**src/rtl/rom.sv**
```systemverilog
// Synchronous-read glyph ROM: data appears one clock after the address.
// Contents are a built-in pattern (address bits XOR-folded onto the word).
module rom #(
  parameter int    ROM_WIDTH     = 8,
  parameter int    ROM_ADDR_BITS = 12,
  parameter string BLOCK_TYPE    = "block",
  parameter string PATH          = ""
) (
  input  logic                     clk,
  input  logic                     i_en,
  input  logic [ROM_ADDR_BITS-1:0] i_addr,
  output logic [ROM_WIDTH-1:0]     o_data
);

  localparam int CHUNKS = (ROM_ADDR_BITS + ROM_WIDTH - 1) / ROM_WIDTH;

  logic [ROM_WIDTH-1:0] r_data;

  function automatic logic [ROM_WIDTH-1:0] fold_addr(input logic [ROM_ADDR_BITS-1:0] a);
    logic [ROM_WIDTH-1:0] w;
    w = '0;
    for (int c = 0; c < CHUNKS; c++) begin
      w = w ^ ROM_WIDTH'(a >> (c * ROM_WIDTH));
    end
    return w;
  endfunction

  // NOTE: ROM storage carries no reset; only control state needs a known value.
  always_ff @(posedge clk) begin
    if (i_en) r_data <= fold_addr(i_addr);
  end

  assign o_data = r_data;

  // BLOCK_TYPE and PATH steer vendor mapping and file init; this model ignores them.
  logic w_unused;
  assign w_unused = (BLOCK_TYPE == "") ^ (PATH == "");

endmodule

```
**src/rtl/vga_font_renderer.sv**
```systemverilog
// Glyph-row serializer: request -> ROM fetch -> GLYPH_W colour pixels, gapless.
// Optional blink attribute support is compiled in with `define VGA_FONT_BLINK_EN.
module vga_font_renderer #(
  parameter int    GLYPH_W      = 8,
  parameter int    GLYPH_H      = 16,
  parameter int    NUM_CHARS    = 256,
  parameter int    COLOR_BITS   = 12,
  parameter int    BLINK_PERIOD = 32,
  parameter string PATH         = "",
  localparam int   CHAR_BITS    = $clog2(NUM_CHARS),
  localparam int   ROW_BITS     = $clog2(GLYPH_H)
) (
  input  logic                  clk,
  input  logic                  rst,
  input  logic                  frame_start,
  input  logic                  req_valid,
  output logic                  req_ready,
  input  logic [CHAR_BITS-1:0]  req_char,
  input  logic [ROW_BITS-1:0]   req_row,
  input  logic [COLOR_BITS-1:0] req_fg,
  input  logic [COLOR_BITS-1:0] req_bg,
  input  logic [2:0]            req_attr,
  output logic                  pix_valid,
  output logic [COLOR_BITS-1:0] pix_color,
  output logic                  pix_last
);

  localparam int CNT_BITS = (GLYPH_W > 1) ? $clog2(GLYPH_W) : 1;
  localparam logic [CNT_BITS-1:0] CNT_LAST = CNT_BITS'(GLYPH_W - 1);

  logic                  w_accept, w_s2_load, w_hide, w_on;
  logic                  w_s1_full_next, w_busy_next;
  logic [CNT_BITS-1:0]   w_cnt_next;
  logic [GLYPH_W-1:0]    w_rom_word;

  // S0: request side-band registered alongside the ROM read
  logic                  r_a_v, r_a_blank, r_a_inv, r_a_ul;
  logic [COLOR_BITS-1:0] r_a_fg, r_a_bg;
  // S1: fetch register
  logic                  r_f_v, r_f_inv, r_f_ul;
  logic [GLYPH_W-1:0]    r_f_word;
  logic [COLOR_BITS-1:0] r_f_fg, r_f_bg;
  // S2: shifter
  logic                  r_busy, r_sh_inv, r_sh_ul;
  logic [CNT_BITS-1:0]   r_cnt;
  logic [GLYPH_W-1:0]    r_sh_word;
  logic [COLOR_BITS-1:0] r_sh_fg, r_sh_bg;

  rom #(
    .ROM_WIDTH    (GLYPH_W),
    .ROM_ADDR_BITS(CHAR_BITS + ROW_BITS),
    .BLOCK_TYPE   ("block"),
    .PATH         (PATH)
  ) u_rom (
    .clk   (clk),
    .i_en  (1'b1),
    .i_addr({req_char, req_row}),
    .o_data(w_rom_word)
  );

  assign w_s2_load      = r_f_v && (!r_busy || r_cnt == CNT_LAST);
  assign w_busy_next    = w_s2_load || (r_busy && r_cnt != CNT_LAST);
  assign w_cnt_next     = w_s2_load ? '0 : r_cnt + 1'b1;
  assign w_s1_full_next = r_a_v || (r_f_v && !w_s2_load);

  // S0 always moves into S1 next edge, so accept only if S1 will have room then.
  assign req_ready = !rst && (!w_s1_full_next || !w_busy_next || w_cnt_next == CNT_LAST);
  assign w_accept  = req_valid && req_ready;

  // NOTE: sequential state uses non-blocking assignments and a synchronous reset.
  always_ff @(posedge clk) begin
    if (rst) begin
      r_a_v  <= 1'b0;
      r_f_v  <= 1'b0;
      r_busy <= 1'b0;
      r_cnt  <= '0;
    end else begin
      r_a_v  <= w_accept;
      if (r_a_v)          r_f_v <= 1'b1;
      else if (w_s2_load) r_f_v <= 1'b0;
      r_busy <= w_busy_next;
      r_cnt  <= w_busy_next ? w_cnt_next : '0;
    end
  end

  always_ff @(posedge clk) begin
    if (w_accept) begin
      r_a_blank <= (int'(req_char) >= NUM_CHARS) || (int'(req_row) >= GLYPH_H);
      r_a_inv   <= req_attr[0];
      r_a_ul    <= req_attr[1] && (int'(req_row) == GLYPH_H - 2);
      r_a_fg    <= req_fg;
      r_a_bg    <= req_bg;
    end
    if (r_a_v) begin
      r_f_word <= r_a_blank ? '0 : w_rom_word;
      r_f_inv  <= r_a_inv;
      r_f_ul   <= r_a_ul;
      r_f_fg   <= r_a_fg;
      r_f_bg   <= r_a_bg;
    end
    if (w_s2_load) begin
      r_sh_word <= r_f_word;
      r_sh_inv  <= r_f_inv;
      r_sh_ul   <= r_f_ul && !w_hide;
      r_sh_fg   <= w_hide ? r_f_bg : r_f_fg;
      r_sh_bg   <= r_f_bg;
    end else if (r_busy) begin
      r_sh_word <= r_sh_word << 1;
    end
  end

`ifdef VGA_FONT_BLINK_EN
  localparam int FC_BITS = (BLINK_PERIOD > 1) ? $clog2(BLINK_PERIOD) : 1;

  logic [FC_BITS-1:0] r_frame_cnt;
  logic               r_blink_phase, r_a_blink, r_f_blink;

  always_ff @(posedge clk) begin
    if (rst) begin
      r_frame_cnt   <= '0;
      r_blink_phase <= 1'b0;
    end else if (frame_start) begin
      if (r_frame_cnt == FC_BITS'(BLINK_PERIOD - 1)) begin
        r_frame_cnt   <= '0;
        r_blink_phase <= ~r_blink_phase;
      end else begin
        r_frame_cnt <= r_frame_cnt + 1'b1;
      end
    end
  end

  always_ff @(posedge clk) begin
    if (w_accept) r_a_blink <= req_attr[2];
    if (r_a_v)    r_f_blink <= r_a_blink;
  end

  // Phase is consumed only at S2 load, so a row never changes mid-way.
  assign w_hide = r_f_blink && r_blink_phase;
`else
  assign w_hide = 1'b0;

  logic w_unused;
  assign w_unused = &{1'b0, frame_start, req_attr[2], (BLINK_PERIOD != 0)};
`endif

  assign w_on      = (r_sh_word[GLYPH_W-1] | r_sh_ul) ^ r_sh_inv;
  assign pix_valid = !rst && r_busy;
  assign pix_color = pix_valid ? (w_on ? r_sh_fg : r_sh_bg) : '0;
  assign pix_last  = pix_valid && (r_cnt == CNT_LAST);

endmodule

```
**config.mk**
```make
export PLATFORM = sky130hd
export DESIGN_NAME = vga_font_renderer
export DESIGN_NICKNAME = d
export VERILOG_FILES = /design/src/rtl/rom.sv /design/src/rtl/vga_font_renderer.sv
export SDC_FILE = /design/constraint.sdc
export NUM_CORES = 1
export LEC_CHECK = 0
export CAP_MARGIN = 20
export CORE_MARGIN = 2
export CORE_UTILIZATION = 30
export CTS_BUF_LIST = sky130_fd_sc_hd__clkbuf_4 sky130_fd_sc_hd__clkbuf_8 sky130_fd_sc_hd__clkbuf_16
export DETAILED_ROUTE_END_ITERATION = 8
export SETUP_SLACK_MARGIN = 0.4
export SKIP_CTS_REPAIR_TIMING = 1
export SLEW_MARGIN = 5
export SYNTH_ARGS = -nofsm -noshare
export SYNTH_HDL_FRONTEND = slang
export SYNTH_SLANG_ARGS = --single-unit
```
**constraint.sdc**
```tcl
create_clock -name clk -period 3.5 [get_ports clk]
set_input_delay 0.7 -clock clk [delete_from_list [all_inputs] [get_ports clk]]
set_output_delay 0.7 -clock clk [all_outputs]
set_load 0.02 [all_outputs]
```
**After elaboration in Yosys (flattened, before gate mapping)**

Index checks and enable logic that the tools add are counted.

- Flip-flop bits (word level): 108
- Output and inout port bits: 15

- $add $sub $neg: 1
- Eq/ne operators: 4
- Mux-type cells: 7
- Bitwise gates (word level): 4
- Reductions and logical operators: 21

Operator list:

| cell | count |
|---|---|
| 2-to-1 mux 12 bit | 2 |
| 2-to-1 mux 8 bit | 2 |
| logical AND 1 bit | 8 |
| bitwise XOR 8 x 4 -> 8 bit | 1 |
| equality test 3 bit, second input constant | 2 |
| logical NOT 1 bit | 5 |
| logical OR 1 bit | 5 |
| equality test 4 x 2 -> 1 bit, second input constant | 1 |
| nonzero test 2 bit | 2 |
| adder 3 x 1 -> 3 bit, second input constant | 1 |
| 2-to-1 mux 3 bit | 1 |
| != test 3 bit, second input constant | 1 |
| 2-to-1 mux 1 bit | 2 |
| OR reduction 2 bit | 1 |
| inverter 1 bit | 1 |
| bitwise OR 1 bit | 1 |
| bitwise XOR 1 bit | 1 |

**Logic depth before layout (Yosys ltp)**

Gate-level depths: netlist of run 1.

- Depth after elaboration: 11
- Depth in mapped cells: 5
- Mapped depth without buffers: 5

**By module**

A second synthesis of run 1 with hierarchy kept.

- Cells, all modules: 195
- Area, all modules: 3772.4 µm²

Modules (own cells, without submodules):

| module | times used | cells an instance | area an instance (µm²) | sequential area each (µm²) |
|---|---|---|---|---|
| vga_font_renderer | 1 | 183 | 3497.1 | 2942.8 |
| rom | 1 | 12 | 275.3 | 240.2 |

**Least setup slack after synthesis of run 1**

Ideal clock, no wire load.

- Kind: flip-flop to flip-flop
- Start: reg r_a_v
- End: reg r_a_bg[0], enable pin
- Library setup time: 418 ps
- Data arrival time: 2492 ps
- Required time: 3082 ps
- Setup slack: 590 ps
- Cell stages (with the launch flop): 3
- Path buffers: 0
- Path through: dfxtp_1 > maj3_2 > a21oi_1

- Longest elaborated chain between the ends: 6

RTL lines:

| element | RTL line | source |
|---|---|---|
| start, declared | vga_font_renderer.sv:37 | `logic r_a_v, r_a_blank, r_a_inv, r_a_ul;` |
| start signal, assigned | vga_font_renderer.sv:78 | `r_a_v <= w_accept;` |
| logical OR 1 bit | vga_font_renderer.sv:64 | `assign w_s1_full_next = r_a_v \|\| (r_f_v && !w_s2_load);` |
| logical NOT 1 bit | vga_font_renderer.sv:67 | `assign req_ready = !rst && (!w_s1_full_next \|\| !w_busy_next \|\| w_cnt_next == CNT_LAST);` |
| logical OR 1 bit (2 in a row) | vga_font_renderer.sv:67 |  |
| logical AND 1 bit | vga_font_renderer.sv:67 |  |
| logical AND 1 bit | vga_font_renderer.sv:68 | `assign w_accept = req_valid && req_ready;` |
| named net w_accept | vga_font_renderer.sv:31 | `logic w_accept, w_s2_load, w_hide, w_on;` |
| end signal, assigned | vga_font_renderer.sv:92 | `r_a_bg <= req_bg;` |
| end, declared | vga_font_renderer.sv:38 | `logic [COLOR_BITS-1:0] r_a_fg, r_a_bg;` |

The timed path passes the listed nets, and every way through them passes these cells.
A chain may end at the register's enable or synchronous reset.

**Worst setup path in the final report of run 1**

- Start: in rst
- End: out pix_color[10]

- Longest elaborated chain between the ends: 3

RTL lines:

| element | RTL line | source |
|---|---|---|
| start, declared | vga_font_renderer.sv:14 | `input logic rst,` |
| logical NOT 1 bit | vga_font_renderer.sv:147 | `assign pix_valid = !rst && r_busy;` |
| logical AND 1 bit | vga_font_renderer.sv:147 |  |
| 2-to-1 mux 12 bit | vga_font_renderer.sv:148 | `assign pix_color = pix_valid ? (w_on ? r_sh_fg : r_sh_bg) : '0;` |
| end, declared | vga_font_renderer.sv:24 | `output logic [COLOR_BITS-1:0] pix_color,` |

Every way passes these cells.

==> results.md, run 1 <==
- Data on the critical path is required at its endpoint by ~2800 ps.
- Setup violations remaining at the end of the flow were counted as 0.
- Prior to clock tree synthesis, the placed netlist has a worst setup slack of 340.0 ps.
- The worst register-to-register path begins at r_cnt[0]$_SDFF_PP0_.
- The via count of the first global-routing pass is roughly 1700.
- Dividing the detail-routed wire length by the instance count gives between 10 and 15 um.
- Headroom to the max-slew limit came out at 0.3815.
- The register clock-pin slew on the reported worst setup and hold paths is 70 ps.
- The die covers roughly 0.013 mm^2.
- The last weighted congestion value of the routability-driven placer is around 0.74.
- Of all nets on the critical path, the largest fanout is 15.
- The TritonCTS clock tree is built.
- The total standard cell area after synthesis is around 0.0038 mm^2.
- The count of input and output buffers is 55.
- The fraction of final layout cells with drive strength greater than 1 is 0.1808.
- Entering global routing, the biggest net connects 36 pins.
- STA classifies the critical path endpoint as an output port.
- The commonest register cell after synthesis is sky130_fd_sc_hd__edfxtp_1.
- The number of buffers added by the clock tree synthesis step is 9.
- The later pin in the worst-skew pair is clocked with a latency of ~340 ps.
- Once layout is complete, the cells apart from fillers number 428.
- The routed design uses approximately 150 um of met3 wire.
- The final hold violation count is 0.
- The fraction of synthesis flops using an asynchronous set or reset pin is 0.
- The flow ran to the end, and the final reports show no timing, DRC or antenna violations.
- The repair_antennas step left the layout with diodes totalling 0.
- After detailed routing, no signal wire sits above met4.
- After layout, the minimum clock period comes to around 3000 ps.
- After detailed routing, the wire length on met1 is around 2500 um.
- The initial antenna violation count is 0.
- The worst register-to-register path ends at r_sh_bg[5]$_DFFE_PP_.
- The share of the synthesized area in the top cell type is 0.7493.
- The number of filler cells placed in the layout is about 1200.
- The critical path is of the primary input to output port type.
- In this run the count of I/O pins placed on the die edge is 58.
- The vias after detailed routing is 1733.
- The worst supply voltage drop on vdd is about 230 uV.
- The remaining global-route overflow is 0.
- The worst hold path stage count is 0.
- The number of rows in the core area is 40.
- Setup repair after global routing left no endpoint under its margin.
- The net count after synthesis is approximately 240.
- Measured along the y axis, the die boundary spans between 100 and 150 um.
- The global-route wire length before repair is approximately 8500 um.
- The number of cells on the worst reg-to-reg path is 5.
- At the pin with the least slew margin, the transition time is 926.7 ps.
- The number of placed instances with taps included is 412.
- The share of the Yosys chip area taken by registers is 0.8236.
- The part of the cycle the worst path needs is 0.8665.
- The total DRC errors in the routed layout is 0.
- In the global route stage, overall resource usage came out at 0.08823.
- Counting flops with a built-in enable in the synthesized netlist gives 94.
- The mean instance size in the synthesized netlist is 19.83 um^2.
- The total count of max-transition violations in the final report came to 0.
- The worst hold path startpoint is u_rom.o_data[3]$_DFF_P_.
- The path category of the worst min-delay check is flip-flop to flip-flop.
- The arrival time of the worst setup path is 2330 ps.
- In the post-synthesis netlist, the biggest area contributors are sky130_fd_sc_hd__edfxtp_1 75%, sky130_fd_sc_hd__dfxtp_1 7.4%, sky130_fd_sc_hd__mux2_4 2.8%.
- The post-synthesis sequential element count is 108.
- In the routed layout, each cell is associated on average with a via count of ~4.
- From synthesis to final layout, the design area changed by 28.86%.
- The longest clock path from root to sink contains 2 buffers.
- The floorplan step set the die width to about 120 um.
- The total iterations of the first detailed-routing run is 4.
- The remaining antenna violation count after routing is 0.
- The number of nets in the final layout is 300.
- In this run the power density over the cells is 531.9 mW/mm^2.
- The H-tree was split into 3 levels.
- The most used standard cell by instance count after synthesis is sky130_fd_sc_hd__edfxtp_1.
- The region available for standard cell placement spans between 0.01 and 0.015 mm^2.
- The element type at the critical path start is a primary input.
- The initial core utilization is 0.3111.
- The cell count after synthesis came out at 190.
- The CTS root buffer is sky130_fd_sc_hd__clkbuf_16.
- Across the routed clock network, the largest skew measured is ~3.4 ps.
- The total of max-cap violations is 0.
- In this run the static leakage power is ~1.8 nW.
- For hold timing, the worst endpoint is r_f_word[3]$_DFFE_PP_.
- The worst register-to-register path has a setup slack of roughly 1300 ps.
- For this block, the routed nets add up to between 5000 and 6000 um of wire.
- The number of distinct library cells after synthesis is 36.
- The clock net in this run drives a total of between 100 and 150 sinks.
- The number of warning messages in the yosys log is 0.
- The HPWL after detailed placement is around 3700 um.
- The met2 wirelength from detailed routing is 2759 um.
- The top achievable clock speed is between 0.3 and 0.4 GHz.
- Summed over all failing endpoints, the final setup total negative slack is 0 ps.
- The commonest cells after synthesis are 94 x sky130_fd_sc_hd__edfxtp_1, 14 x sky130_fd_sc_hd__dfxtp_1, 12 x sky130_fd_sc_hd__o21ai_0, 10 x sky130_fd_sc_hd__a21boi_1, 10 x sky130_fd_sc_hd__nand3_2.
- Measured on the finished design, the core utilization comes to 0.4008.
- The number of DRC violations after detailed-routing iteration 0 is 47.
- The cell type with the largest total area after synthesis is sky130_fd_sc_hd__edfxtp_1.
- The post-layout worst setup margin is 467.3 ps.
kinds of logic after synthesis:
family	Yosys count	synth area share
DFF	108	0.8236
and+or+nand+nor	32	0.07108
AOI/OAI and AO/OA	30	0.04849
muxes	7	0.02790
buffers and inverters	6	0.009962
xor gates and xnor gates	4	0.009298
adders and majority gates	3	0.009630
metal layers:
metal / vias up / track usage
li1: 863 / -
met1: 811 / 0.1012
met2: 47 / 0.1435
met3: 12 / 0.02197
met4: 0 / 0.06508
met5: - / 0
area by class of cell:
class	count	area, um^2	share of cell area
clock inverters	7	65.06	0.01340
flip-flops and latches	108	3103	0.6392
multi-input cells	76	636.9	0.1312
clock buffers	9	225.2	0.04639
repair buffers	59	610.6	0.1258
well taps	168	210.2	0.04330
inverters	1	3.754	0.0007732
worst max-delay path: stages:
cell,delay [ps]
sky130_fd_sc_hd__clkdlybuf4s50_1,440
sky130_fd_sc_hd__and2b_4,370
sky130_fd_sc_hd__a21boi_1,180
sky130_fd_sc_hd__clkdlybuf4s50_1,630
worst max path at each step:
stage	slack [ps]	from	cells after the start	to
5_1_grt	410	rst	4	pix_color[10]
3_5_place_dp	340	rst	4	pix_color[2]
4_1_cts	310	r_sh_word[7]$_DFFE_PP_	4	pix_color[2]
6_report	470	rst	4	pix_color[10]
3_3_place_gp	340	rst	4	pix_color[1]
2_1_floorplan	590	r_a_v$_SDFF_PP0_	2	r_a_bg[0]$_DFFE_PP_
through the flow:
step | instance area, um^2 | power [mW] | hold slack (ps)
2_1_floorplan | 3767 | 1.575 | 385.5
3_3_place_gp | 4528 | 1.649 | 389.4
3_5_place_dp | 4528 | 1.653 | 389.6
4_1_cts | 4818 | 2.616 | 406.8
5_1_grt | 4855 | 2.676 | 405.9
6_report | 4855 | 2.582 | 404.2
sequential cells by signal (all words and copies together) (netlist names), 3 cells and up:
name          flops
r_a_bg           12
r_a_fg           12
r_f_bg           12
r_f_fg           12
r_sh_bg          12
r_sh_fg          12
r_f_word          8
r_sh_word         8
u_rom.o_data      8
r_cnt             3
placed cells by master (no fill, tap or decap), types with 2 or more instances in the layout:
cell type / netlist / routed
sky130_fd_sc_hd__clkdlybuf4s50_1: 0 / 43
sky130_fd_sc_hd__a21boi_0: 2 / 2
sky130_fd_sc_hd__xor2_1: 4 / 4
sky130_fd_sc_hd__o21ai_0: 12 / 12
sky130_fd_sc_hd__inv_8: 0 / 2
sky130_fd_sc_hd__inv_6: 0 / 2
sky130_fd_sc_hd__dfxtp_1: 14 / 14
sky130_fd_sc_hd__nor2_1: 3 / 3
sky130_fd_sc_hd__edfxtp_1: 94 / 94
sky130_fd_sc_hd__dlymetal6s2s_1: 0 / 12
sky130_fd_sc_hd__nand3_2: 10 / 10
sky130_fd_sc_hd__buf_4: 1 / 4
sky130_fd_sc_hd__nand3_1: 2 / 2
sky130_fd_sc_hd__nand2_1: 2 / 2
sky130_fd_sc_hd__ha_1: 2 / 2
sky130_fd_sc_hd__a21oi_1: 4 / 3
sky130_fd_sc_hd__clkbuf_16: 0 / 9
sky130_fd_sc_hd__a21boi_1: 10 / 10
sky130_fd_sc_hd__mux2_4: 7 / 7
sky130_fd_sc_hd__clkinv_4: 0 / 2
report_power, final:
group	total (mW)	internal [mW]	switching (mW)
Combinational	0.137	0.0740	0.0627
Sequential	1.48	1.47	0.0179
Clock	0.960	0.500	0.461
Note: power is estimated with default switching activity, not from simulation.
==> run 2, diff against run 1 <==
--- a/config.mk
+++ b/config.mk
@@ -6,13 +6,13 @@
 export NUM_CORES = 1
 export LEC_CHECK = 0
 export CAP_MARGIN = 20
-export CORE_MARGIN = 2
+export CORE_MARGIN = 5
 export CORE_UTILIZATION = 30
 export CTS_BUF_LIST = sky130_fd_sc_hd__clkbuf_4 sky130_fd_sc_hd__clkbuf_8 sky130_fd_sc_hd__clkbuf_16
 export DETAILED_ROUTE_END_ITERATION = 8
+export GPL_ROUTABILITY_DRIVEN = 0
 export SETUP_SLACK_MARGIN = 0.4
 export SKIP_CTS_REPAIR_TIMING = 1
-export SLEW_MARGIN = 5
 export SYNTH_ARGS = -nofsm -noshare
 export SYNTH_HDL_FRONTEND = slang
 export SYNTH_SLANG_ARGS = --single-unit
==> results.md, run 2 (synthesis results as in run 1) <==
- The most common cell after layout, fill and taps aside is sky130_fd_sc_hd__edfxtp_1.
- The fraction of final layout cells with drive strength greater than 1 came to 0.1660 (-0.01475).
- The remaining global-route overflow is 0 (unchanged).
- The total count of max-transition violations in the final report came to 0 (unchanged).
- The kind of capture point of the worst setup path is an output port.
- The leakage power figure is 1.828 nW (-0.63%).
- The kind of cell with the highest combined delay on the critical path is buffers and inverters.
- The post-layout worst setup margin is 479.2 ps (+11.87 ps).
- The initial core utilization is 0.3022 (-0.008836).
- The global-route wire length before repair is 9425 um (+12%).
- The number of cells in the finished layout apart from fillers was 431 (+0.70%).
- The total iterations of the first detailed-routing run was 4 (unchanged).
- The remaining antenna violation count after routing is 0 (unchanged).
- The total wire length is 6104 um (+9.4%).
- The shortest period the worst path allows is 3021 ps (-11.87 ps).
- The maximum fanout count along the critical path is 15 (unchanged).
- Relative to the synthesized area, the layout overhead comes to 28.23%.
- The arrival time of the worst setup path is 2320 ps (about the same).
- The power density relative to cell area came to 522.3 mW/mm^2 (-1.8%).
- The dominant cell type by count on the critical path is sky130_fd_sc_hd__clkdlybuf4s50_1.
- The final hold violation count was 0 (unchanged).
- The number of placed instances with taps included is 416 (+0.97%).
- The total of max-cap violations was 0 (unchanged).
- The number of levels in the clock H-tree came to 3 (unchanged).
- The TritonCTS clock tree is built.
- The worst hold path belongs to the class flip-flop to flip-flop.
- The global-route total usage across every layer is 0.08617 (-0.002053).
- The number of buffers added by the clock tree synthesis step is 9 (unchanged).
- Among all stages on the critical path, the largest delay is contributed by sky130_fd_sc_hd__clkdlybuf4s50_1.
- The slew at the pin closest to its max-slew limit is 966.5 ps (+39.74 ps).
- The total DRC errors in the routed layout is 0 (unchanged).
- The die area is 0.01490 mm^2 (+11%).
- STA classifies the critical path startpoint as a primary input.
- The vias after detailed routing is 1779 (+2.7%).
- The critical path buffer and inverter count is 2 (unchanged).
- The worst setup slack after placement is 337.0 ps (-3.034 ps).
- Walking the worst path, the cells encountered are clkdlybuf4s50_1, and2b_4, a21boi_1, clkdlybuf4s50_1.
- The initial antenna violation count is 0 (unchanged).
- The delay of the slowest cell on the worst path is 630 ps (about the same).
- The worst slew margin relative to its limit is 0.3550 (-0.02652).
- The count of input and output buffers is 55 (unchanged).
- The register clock-pin slew on the reported worst setup and hold paths is 70 ps (about the same).
- The overall die width is 122.1 um (+5.2%).
- The number of DRC violations after detailed-routing iteration 0 is 92 (+96%).
- The worst supply voltage drop on vdd came to 211.2 uV (-8.5%).
- The count of antenna diodes in the layout was 0 (unchanged).
- The die boundary height came to 122.1 um (+5.2%).
- The part of the cycle the worst path needs came to 0.8631 (-0.003392).
- The core outline area is 0.01247 mm^2 (+2.9%).
- The later-pin clock latency in the skew report is 340 ps (about the same).
- The maximum clock insertion buffer count is 2 (unchanged).
- The endpoint required time on the critical path came to 2800 ps (about the same).
- The detailed-placement wirelength estimate is 3937 um (+6.8%).
- The clock sink count is 108 (unchanged).
- The flow ran to the end, and the final reports show no timing, DRC or antenna violations.
- The routed wire length per instance is 14.16 um (+8.6%).
- Setup repair after global routing left no endpoint under its margin.
- The number of nets in the final layout is 300 (unchanged).
- The total negative slack came to 0 ps (unchanged).
- The end-of-flow core utilization is 0.3875 (-0.01329).
- The setup-violating endpoint count in the final report is 0 (unchanged).
- The via density per instance is 4.128 (+1.9%).
- The number of rows in the core area came to 41 (+2.5%).
- The via count of the first global-routing pass is 1760 (+3.2%).
- The largest clock skew in the final design is 6.943 ps (+3.542 ps).
- The library cells used most frequently in the layout, excluding fill and tap cells, are 94 x sky130_fd_sc_hd__edfxtp_1, 43 x sky130_fd_sc_hd__clkdlybuf4s50_1, 14 x sky130_fd_sc_hd__dfxtp_1.
- The CTS root buffer is sky130_fd_sc_hd__clkbuf_16.
- The number of top-level design ports is 58 (unchanged).
- The critical path is of the primary input to output port type.
- The top achievable clock speed was 0.3310 GHz (+0.39%).
- The largest net degree at the start of global routing was 36 (unchanged).
[run 2: cell count changes in the layout (fill, tap and decap cells not counted), sizes merged]
cell      before  now
inv            5    2
clkinv         2    4
clkbuf         9   10
clkinvlp       1    0
[run 2: cell type report]
class / count / area, um^2
Tap cell: 172 / 215.2
Clock buffer: 10 / 232.7
Fill cell: 1133 / 7635
Inverter: 1 / 3.754
Multi-Input combinational cell: 76 / 636.9
Timing Repair Buffer: 59 / 610.6
Sequential cell: 108 / 3103
Clock inverter: 5 / 28.78
[run 2: worst paths after layout]
kind	start	to	slack (ps)	cells past startpoint
setup / recovery	rst	pix_color[3]	480	4
hold / removal	u_rom.o_data[4]$_DFF_P_	r_f_word[4]$_DFFE_PP_	400	0
setup reg to reg	r_cnt[0]$_SDFF_PP0_	r_sh_bg[8]$_DFFE_PP_	1270	5
hold reg to reg	u_rom.o_data[4]$_DFF_P_	r_f_word[4]$_DFFE_PP_	400	0
[run 2: where the power goes]
part / leakage, nW / total (mW) / internal [mW] / switching [mW]
sequential: 0.991 / 1.49 / 1.47 / 0.0182
clock: 0.129 / 0.899 / 0.483 / 0.416
combinational: 0.709 / 0.138 / 0.0740 / 0.0643
[run 2: layer usage]
layer,track usage,up-vias,wire (um)
li1,-,862,-
met4,0.04829,0,123
met3,0.02414,11,204
met2,0.1378,30,3123
met5,0,-,0
met1,0.1051,876,2653
[run 2: per-stage QoR]
stage	area [um^2]	total power, mW	hold slack, ps
after floorplan	3767	1.575	385.5
after global placement	4533	1.651	387.1
after detailed placement	4533	1.656	388.7
after CTS	4795	2.558	401.6
after global routing	4831	2.632	409.4
final	4831	2.523	397.2
